==> src/rtl/boot_loader.sv <==
// Boot loader: receives a length-prefixed word stream and writes it into boot RAM.
// Define BOOT_LOADER_VERIFY_EN to read back and compare every written word.
module boot_loader (
  input  logic        clk,
  input  logic        nreset,
  input  logic [7:0]  rx_data,
  input  logic        rx_valid,
  output logic        rx_ready,
  output logic        sel,
  output logic        r,
  output logic [1:0]  w,
  output logic [11:0] addr,
  output logic [15:0] dout,
  input  logic [15:0] din,
  output logic        cpu_hold,
  output logic        done,
  output logic        error
);

`ifdef BOOT_LOADER_VERIFY_EN
  typedef enum logic [3:0] {
    StLenH, StLenL, StDatH, StDatL, StWrite, StDone, StError, StRd, StCmp
  } state_e;
`else
  typedef enum logic [3:0] {
    StLenH, StLenL, StDatH, StDatL, StWrite, StDone, StError
  } state_e;
`endif

  state_e      state_q;
  logic [12:0] cnt_q;
  logic [12:0] len_q;
  logic [7:0]  byte_q;
  logic        sel_q;
  logic        r_q;
  logic [1:0]  w_q;
  logic [11:0] addr_q;
  logic [15:0] dout_q;
  logic        done_q;
  logic        error_q;
  logic        hold_q;

  logic        accept;
  logic [15:0] rx_word;
  logic        last_word;

  always_comb begin
    rx_ready = 1'b0;
    if (nreset) begin
      case (state_q)
        StLenH, StLenL, StDatH, StDatL: rx_ready = 1'b1;
        default:                        rx_ready = 1'b0;
      endcase
    end
  end

  assign accept    = rx_valid & rx_ready;
  assign rx_word   = {byte_q, rx_data};
  // Counter reaches at most 4096, so 13 bits never overflow here.
  assign last_word = (cnt_q + 13'd1) == len_q;

`ifndef BOOT_LOADER_VERIFY_EN
  logic unused_din;
  assign unused_din = ^din;
`endif

  always_ff @(posedge clk) begin
    if (!nreset) begin
      state_q <= StLenH;
      cnt_q   <= '0;
      len_q   <= '0;
      byte_q  <= '0;
      sel_q   <= 1'b0;
      r_q     <= 1'b0;
      w_q     <= 2'b00;
      addr_q  <= '0;
      dout_q  <= '0;
      done_q  <= 1'b0;
      error_q <= 1'b0;
      hold_q  <= 1'b1;
    end else begin
      // RAM strobes are single-cycle pulses unless re-armed below.
      sel_q <= 1'b0;
      r_q   <= 1'b0;
      w_q   <= 2'b00;
      unique case (state_q)
        StLenH: begin
          if (accept) begin
            byte_q  <= rx_data;
            state_q <= StLenL;
          end
        end
        StLenL: begin
          if (accept) begin
            cnt_q <= '0;
            if (rx_word == 16'd0) begin
              state_q <= StDone;
            end else if (rx_word > 16'd4096) begin
              error_q <= 1'b1;
              state_q <= StError;
            end else begin
              len_q   <= rx_word[12:0];
              state_q <= StDatH;
            end
          end
        end
        StDatH: begin
          if (accept) begin
            byte_q  <= rx_data;
            state_q <= StDatL;
          end
        end
        StDatL: begin
          if (accept) begin
            sel_q   <= 1'b1;
            w_q     <= 2'b11;
            addr_q  <= cnt_q[11:0];
            dout_q  <= rx_word;
            state_q <= StWrite;
          end
        end
`ifdef BOOT_LOADER_VERIFY_EN
        StWrite: begin
          sel_q   <= 1'b1;
          r_q     <= 1'b1;
          state_q <= StRd;
        end
        StRd: begin
          state_q <= StCmp;
        end
        StCmp: begin
          if (din != dout_q) begin
            error_q <= 1'b1;
            state_q <= StError;
          end else begin
            cnt_q <= cnt_q + 13'd1;
            if (last_word) begin
              done_q  <= 1'b1;
              hold_q  <= 1'b0;
              state_q <= StDone;
            end else begin
              state_q <= StDatH;
            end
          end
        end
`else
        StWrite: begin
          cnt_q <= cnt_q + 13'd1;
          if (last_word) begin
            done_q  <= 1'b1;
            hold_q  <= 1'b0;
            state_q <= StDone;
          end else begin
            state_q <= StDatH;
          end
        end
`endif
        StDone: begin
          done_q <= 1'b1;
          hold_q <= 1'b0;
        end
        StError: begin
          error_q <= 1'b1;
          hold_q  <= 1'b1;
          done_q  <= 1'b0;
        end
        default: state_q <= StLenH;
      endcase
    end
  end

  assign sel      = sel_q;
  assign r        = r_q;
  assign w        = w_q;
  assign addr     = addr_q;
  assign dout     = dout_q;
  assign done     = done_q;
  assign error    = error_q;
  assign cpu_hold = hold_q;

endmodule

==> config.mk <==
export PLATFORM = sky130hd
export DESIGN_NAME = boot_loader
export DESIGN_NICKNAME = d
export VERILOG_FILES = /design/src/rtl/boot_loader.sv
export SDC_FILE = /design/constraint.sdc
export NUM_CORES = 1
export LEC_CHECK = 0
export CAP_MARGIN = 20
export CORE_ASPECT_RATIO = 0.8
export CORE_MARGIN = 5
export CORE_UTILIZATION = 55
export CTS_BUF_LIST = sky130_fd_sc_hd__clkbuf_4 sky130_fd_sc_hd__clkbuf_8 sky130_fd_sc_hd__clkbuf_16
export DETAILED_ROUTE_END_ITERATION = 6
export GPL_TIMING_DRIVEN = 0
export PLACE_DENSITY = 0.91
export SLEW_MARGIN = 20
export SYNTH_ARGS = -nofsm -noshare
export SYNTH_HDL_FRONTEND = slang
export SYNTH_SLANG_ARGS = --single-unit
==> constraint.sdc <==
create_clock -name clk -period 3.69 [get_ports clk]
set_input_delay 0.738 -clock clk [delete_from_list [all_inputs] [get_ports clk]]
set_output_delay 0.738 -clock clk [all_outputs]
set_load 0.02 [all_outputs]
# Word-level counts from Yosys, hierarchy flattened

Index checks and enable logic that the tools add are counted.

Register bits: 72
Output and inout port bits: 36

Magnitude comparators: 1
Bitwise logic cells: 4
Add/sub/neg operators: 1
Reductions and logical operators: 16
Mux-type cells: 22
Equal/unequal tests: 14

Operators by type and width:

| kind                                                                   | count |
|---|---|
| 13-bit one-hot mux with 2 select lines                                 | 1 |
| 4-bit one-hot mux with 6 select lines                                  | 1 |
| 16-bit by 13-bit > comparator with 1-bit output, second input constant | 1 |
| 16-bit zero test                                                       | 1 |
| 4-bit two-way mux                                                      | 4 |
| 2-bit != test, second input constant                                   | 7 |
| 13-bit by 1-bit adder with 13-bit output, second input constant        | 1 |
| 13-bit equality test                                                   | 1 |
| 13-bit two-way mux                                                     | 1 |
| 4-bit by 3-bit equality test with 1-bit output, second input constant  | 3 |
| 2-bit AND reduction                                                    | 5 |
| 3-bit two-way mux                                                      | 3 |
| 4-bit by 2-bit equality test with 1-bit output, second input constant  | 2 |
| 1-bit two-way mux                                                      | 8 |
| 4-bit AND reduction                                                    | 2 |
| 1-bit one-hot mux with 3 select lines                                  | 2 |
| 5-bit AND reduction                                                    | 1 |
| 4-bit by 1-bit equality test with 1-bit output, second input constant  | 1 |
| 4-bit zero test                                                        | 1 |
| 2-bit nonzero test                                                     | 2 |
| 2-bit OR reduction                                                     | 2 |
| 4-bit OR reduction                                                     | 1 |
| 1-bit inverter                                                         | 3 |
| 3-bit nonzero test                                                     | 1 |
| 3 further kinds                                                        | 3 |

# Depth between registers and ports, before layout

Depth in word-level cells: 7
Gate-level depth with buffers: 8

# Worst setup path before layout

Ideal clock, no wire load.

Path type: input to output
Start point: input port nreset
End point: output port rx_ready
Path buffers: 2
Arrival time: 1.496 ns
Path slack: 1.456 ns
Cell stages on the path: 4
Cells stage by stage: inv_1 > clkbuf_1 > buf_1 > nor2_1

Cells in the longest elaborated chain, start to end: 1

RTL lines:

| what              | line | RTL |
|---|---|---|
| from (decl)       | 5    | `input logic nreset,` |
| 1-bit two-way mux | 49   | `if (nreset) begin` |
| to (decl)         | 8    | `output logic rx_ready,` |

Every way passes these cells.

# Worst setup path after layout

Ends and elaborated chain as after synthesis.

==> results.cfg <==
[routing]
drt_iter0_drc = 298
drt_wl_total_um = 9030
num_vias = 3152
drcViolationCount = 0
firstDrtPassIters = 5
wire_per_inst_um = 16.6
ant_nets = 0
avgViaCountPerCell = 5.79

[sta]
fin_tns_setup_ns = 0
rsz0062_at_grt = false
worst_pin_slew_ns = 0.679
post-route-period-util_pct = 97.3
slew_viol_final = 0
fin_crit_ns = 3.59
fmax_ghz = 0.279
max-slew-margin-rel_pct = 54.4
fin_skew_ns = 0.00970
worst_slack_ns = 0.0997
finalSetupViolations = 0
hold_viol = 0

[worst_setup_path]
regToRegSetupSlack_ns = 1.33
reg2reg_to = done
critPathTopFamily = buffers and inverters
cp.depth = 6
cp_slowest_stage_delay_ns = 0.58
worstPathCellList = clkdlybuf4s50_1, inv_1, clkbuf_1, buf_2, nor2_1, clkdlybuf4s50_1
worstSetupEndpoint = rx_ready
crit_type = in -> out
r2r_cells = 7
crit-reg2reg-launch = cnt_q[1]
setup.worst_path.end_class = output port
cp-start-kind = primary input
worstPathArrival_ns = 2.85
timing.critical_path.mode_cell = clkdlybuf4s50_1
critPathMaxFanout = 10
setup.worst_path.start = nreset
worst-path-buf-inv = 5
cp.required_ns = 2.95
cp_slowest_cell = clkdlybuf4s50_1

[cells_and_area]
final_cell_mix = nand2_1 (96), dfxtp_1 (69), a21oi_1 (55), clkdlybuf4s50_1 (45), nor2_1 (33)
drive_gt1_share_pct = 8.15
final_common_cell = nand2_1
fin_util_pct = 71.4
nNetsFinal = 489
area_delta_synth_final_pct = 23.8
diodes = 0
fillers = 421

[grt]
grt_pass1_vias = 3025
grt_max_degree = 15
grt_usage_pct = 25.2
antenna_found_initial = 0
grt_pass1_wl_um = 14600
grt-ovfl-total = 0

[clock_tree]
cts_tree = yes
postCtsSetupBuffers = 0
cts_made_buffers = 9
clockRootBuffer = clkbuf_8
clock_latency_ns = 0.37
cts_sinks = 69
path_clk_slew_ns = 0.07
htreeDepth = 3
clk_path_buf_depth = 2

[placed_design]
numPortBuffers = 45
post-place-ws_ns = -0.0806
hpwl_um = 6310
globalplace.congestion = 0.924

[yosys]
synth_top_family_by_area = simple AND/OR/NAND/NOR gates
syn_area_um2 = 3200
yosysTopAreaCellShare_pct = 43.1
synth_fa_ha_area_share_pct = 0.391
synth_xor_area_share_pct = 5.67
synthSimpleGateAreaFrac_pct = 25.0
synth_seq_cells = 69
synth.avg_cell_area_um2 = 7.91
synth_warnings = 0
synth_cell_types = 51
synth_nets = 433
yosysTopAreaCell = dfxtp_1
netlist_top_cells_area = dfxtp_1 (43%), nand2_1 (11%), a21oi_1 (8.6%)
async_reset_ff_share_pct = 0
syn_inst = 405
synth_edf_count = 0
synth_ff_type = dfxtp_1
synth_compound_area_share_pct = 16.1
yosysSeqAreaShare_pct = 43.1
muxShareOfSynthArea_pct = 4.06

[power]
p_leak_nw = 1.50
power_density_nw_per_um2 = 379
irDropWorstVdd_uv = 305

[hold_path]
hp-class = reg -> reg
hold_start = addr[6]

[die]
coreArea_um2 = 5560
die_y_um = 78.2
start_util_pct = 57.6
num_rows = 24
die_x_um = 95.3
die-area_um2 = 7460
pin_count = 63

[run]
cap_violations = 0

[outcome]
status = completed
-- sequential cells by signal (all words and copies together) (netlist names) --
name and cells:
done 1, error 1, state_q 3, cpu_hold 1, dout 16, w 1
len_q 13, addr 12, byte_q 8, cnt_q 13
-- worst min-delay path by stage --
stage / slack, ns / cells past startpoint / to
after floorplan: 0.44 / 2 / dout[15]
after global placement: 0.44 / 2 / addr[2]
after detailed placement: 0.45 / 2 / addr[9]
after CTS: 0.46 / 2 / addr[6]
after global routing: 0.48 / 2 / dout[9]
final: 0.46 / 2 / addr[6]
-- cells by family (layout without fill, tap and decap cells) --
group / Yosys count / after routing
simple gates: 174 / 174
buf+inv: 39 / 100
compound gates: 89 / 89
mux: 13 / 13
fa+ha+maj: 1 / 1
flops: 69 / 69
other cells: 1 / 1
xor+xnor: 19 / 19
-- report_power, final --
part | internal [mW] | switching [mW]
clock network | 0.322 | 0.326
registers | 0.752 | 0.00748
logic | 0.0329 | 0.0617
-- per-stage QoR --
step | hold slack (ns) | instances | instance area, µm² | total power, mW
6_report | 0.457 | 544 | 3960 | 1.50
5_1_grt | 0.481 | 544 | 3960 | 1.55
4_1_cts | 0.460 | 544 | 3960 | 1.50
3_5_place_dp | 0.448 | 528 | 3750 | 0.866
3_3_place_gp | 0.441 | 528 | 3750 | 0.862
2_1_floorplan | 0.445 | 405 | 3200 | 0.827
-- metal layers --
layer | routed length [µm] | GRT usage, % | up-vias
li1 | - | - | 1492
met1 | 3790 | 31.8 | 1491
met2 | 4210 | 39.7 | 153
met3 | 887 | 10.1 | 16
met4 | 142 | 7.35 | 0
met5 | 0 | 0 | -
-- layout make-up --
| cell class | instances | area (µm²) | area share, % |
|---|---|---|---|
| Multi-Input combinational cell | 297 | 1650 | 41.6 |
| Sequential cell | 69 | 1380 | 34.8 |
| Timing Repair Buffer | 45 | 450 | 11.4 |
| Buffer | 31 | 146 | 3.69 |
| Clock buffer | 9 | 124 | 3.13 |
| Tap cell | 78 | 97.6 | 2.46 |
| Clock inverter | 7 | 83.8 | 2.11 |
| Inverter | 8 | 30.0 | 0.758 |
-- cell usage after synthesis (3+ instances only) --
library cell,n
or3_1,3
a31oi_1,4
xor2_1,9
buf_4,6
mux2i_1,13
nand4_1,5
buf_2,5
dfxtp_1,69
o21ai_0,12
clkbuf_1,18
nor4_1,7
nor3_1,7
inv_1,8
xnor2_1,9
nand3_1,5
nor2_1,33
a21oi_1,55
nand2_1,96
-- worst register-to-register path: stages, from the launching register on --
cell     delay, ns
dfxtp_1       0.49
ha_1          0.34
nand3_2       0.26
nor3_2        0.39
xnor2_1       0.17
nor4_1        0.06
and4_1        0.23
o311a_1       0.30
-- timing repair --
| item | in CTS | in global routing |
|---|---|---|
| endpoints found under the setup margin | 1 | 0 |
| resized for setup | 1 | 0 |
| hold buffers | 0 | 0 |
Power figures use the tool's default switching activity.
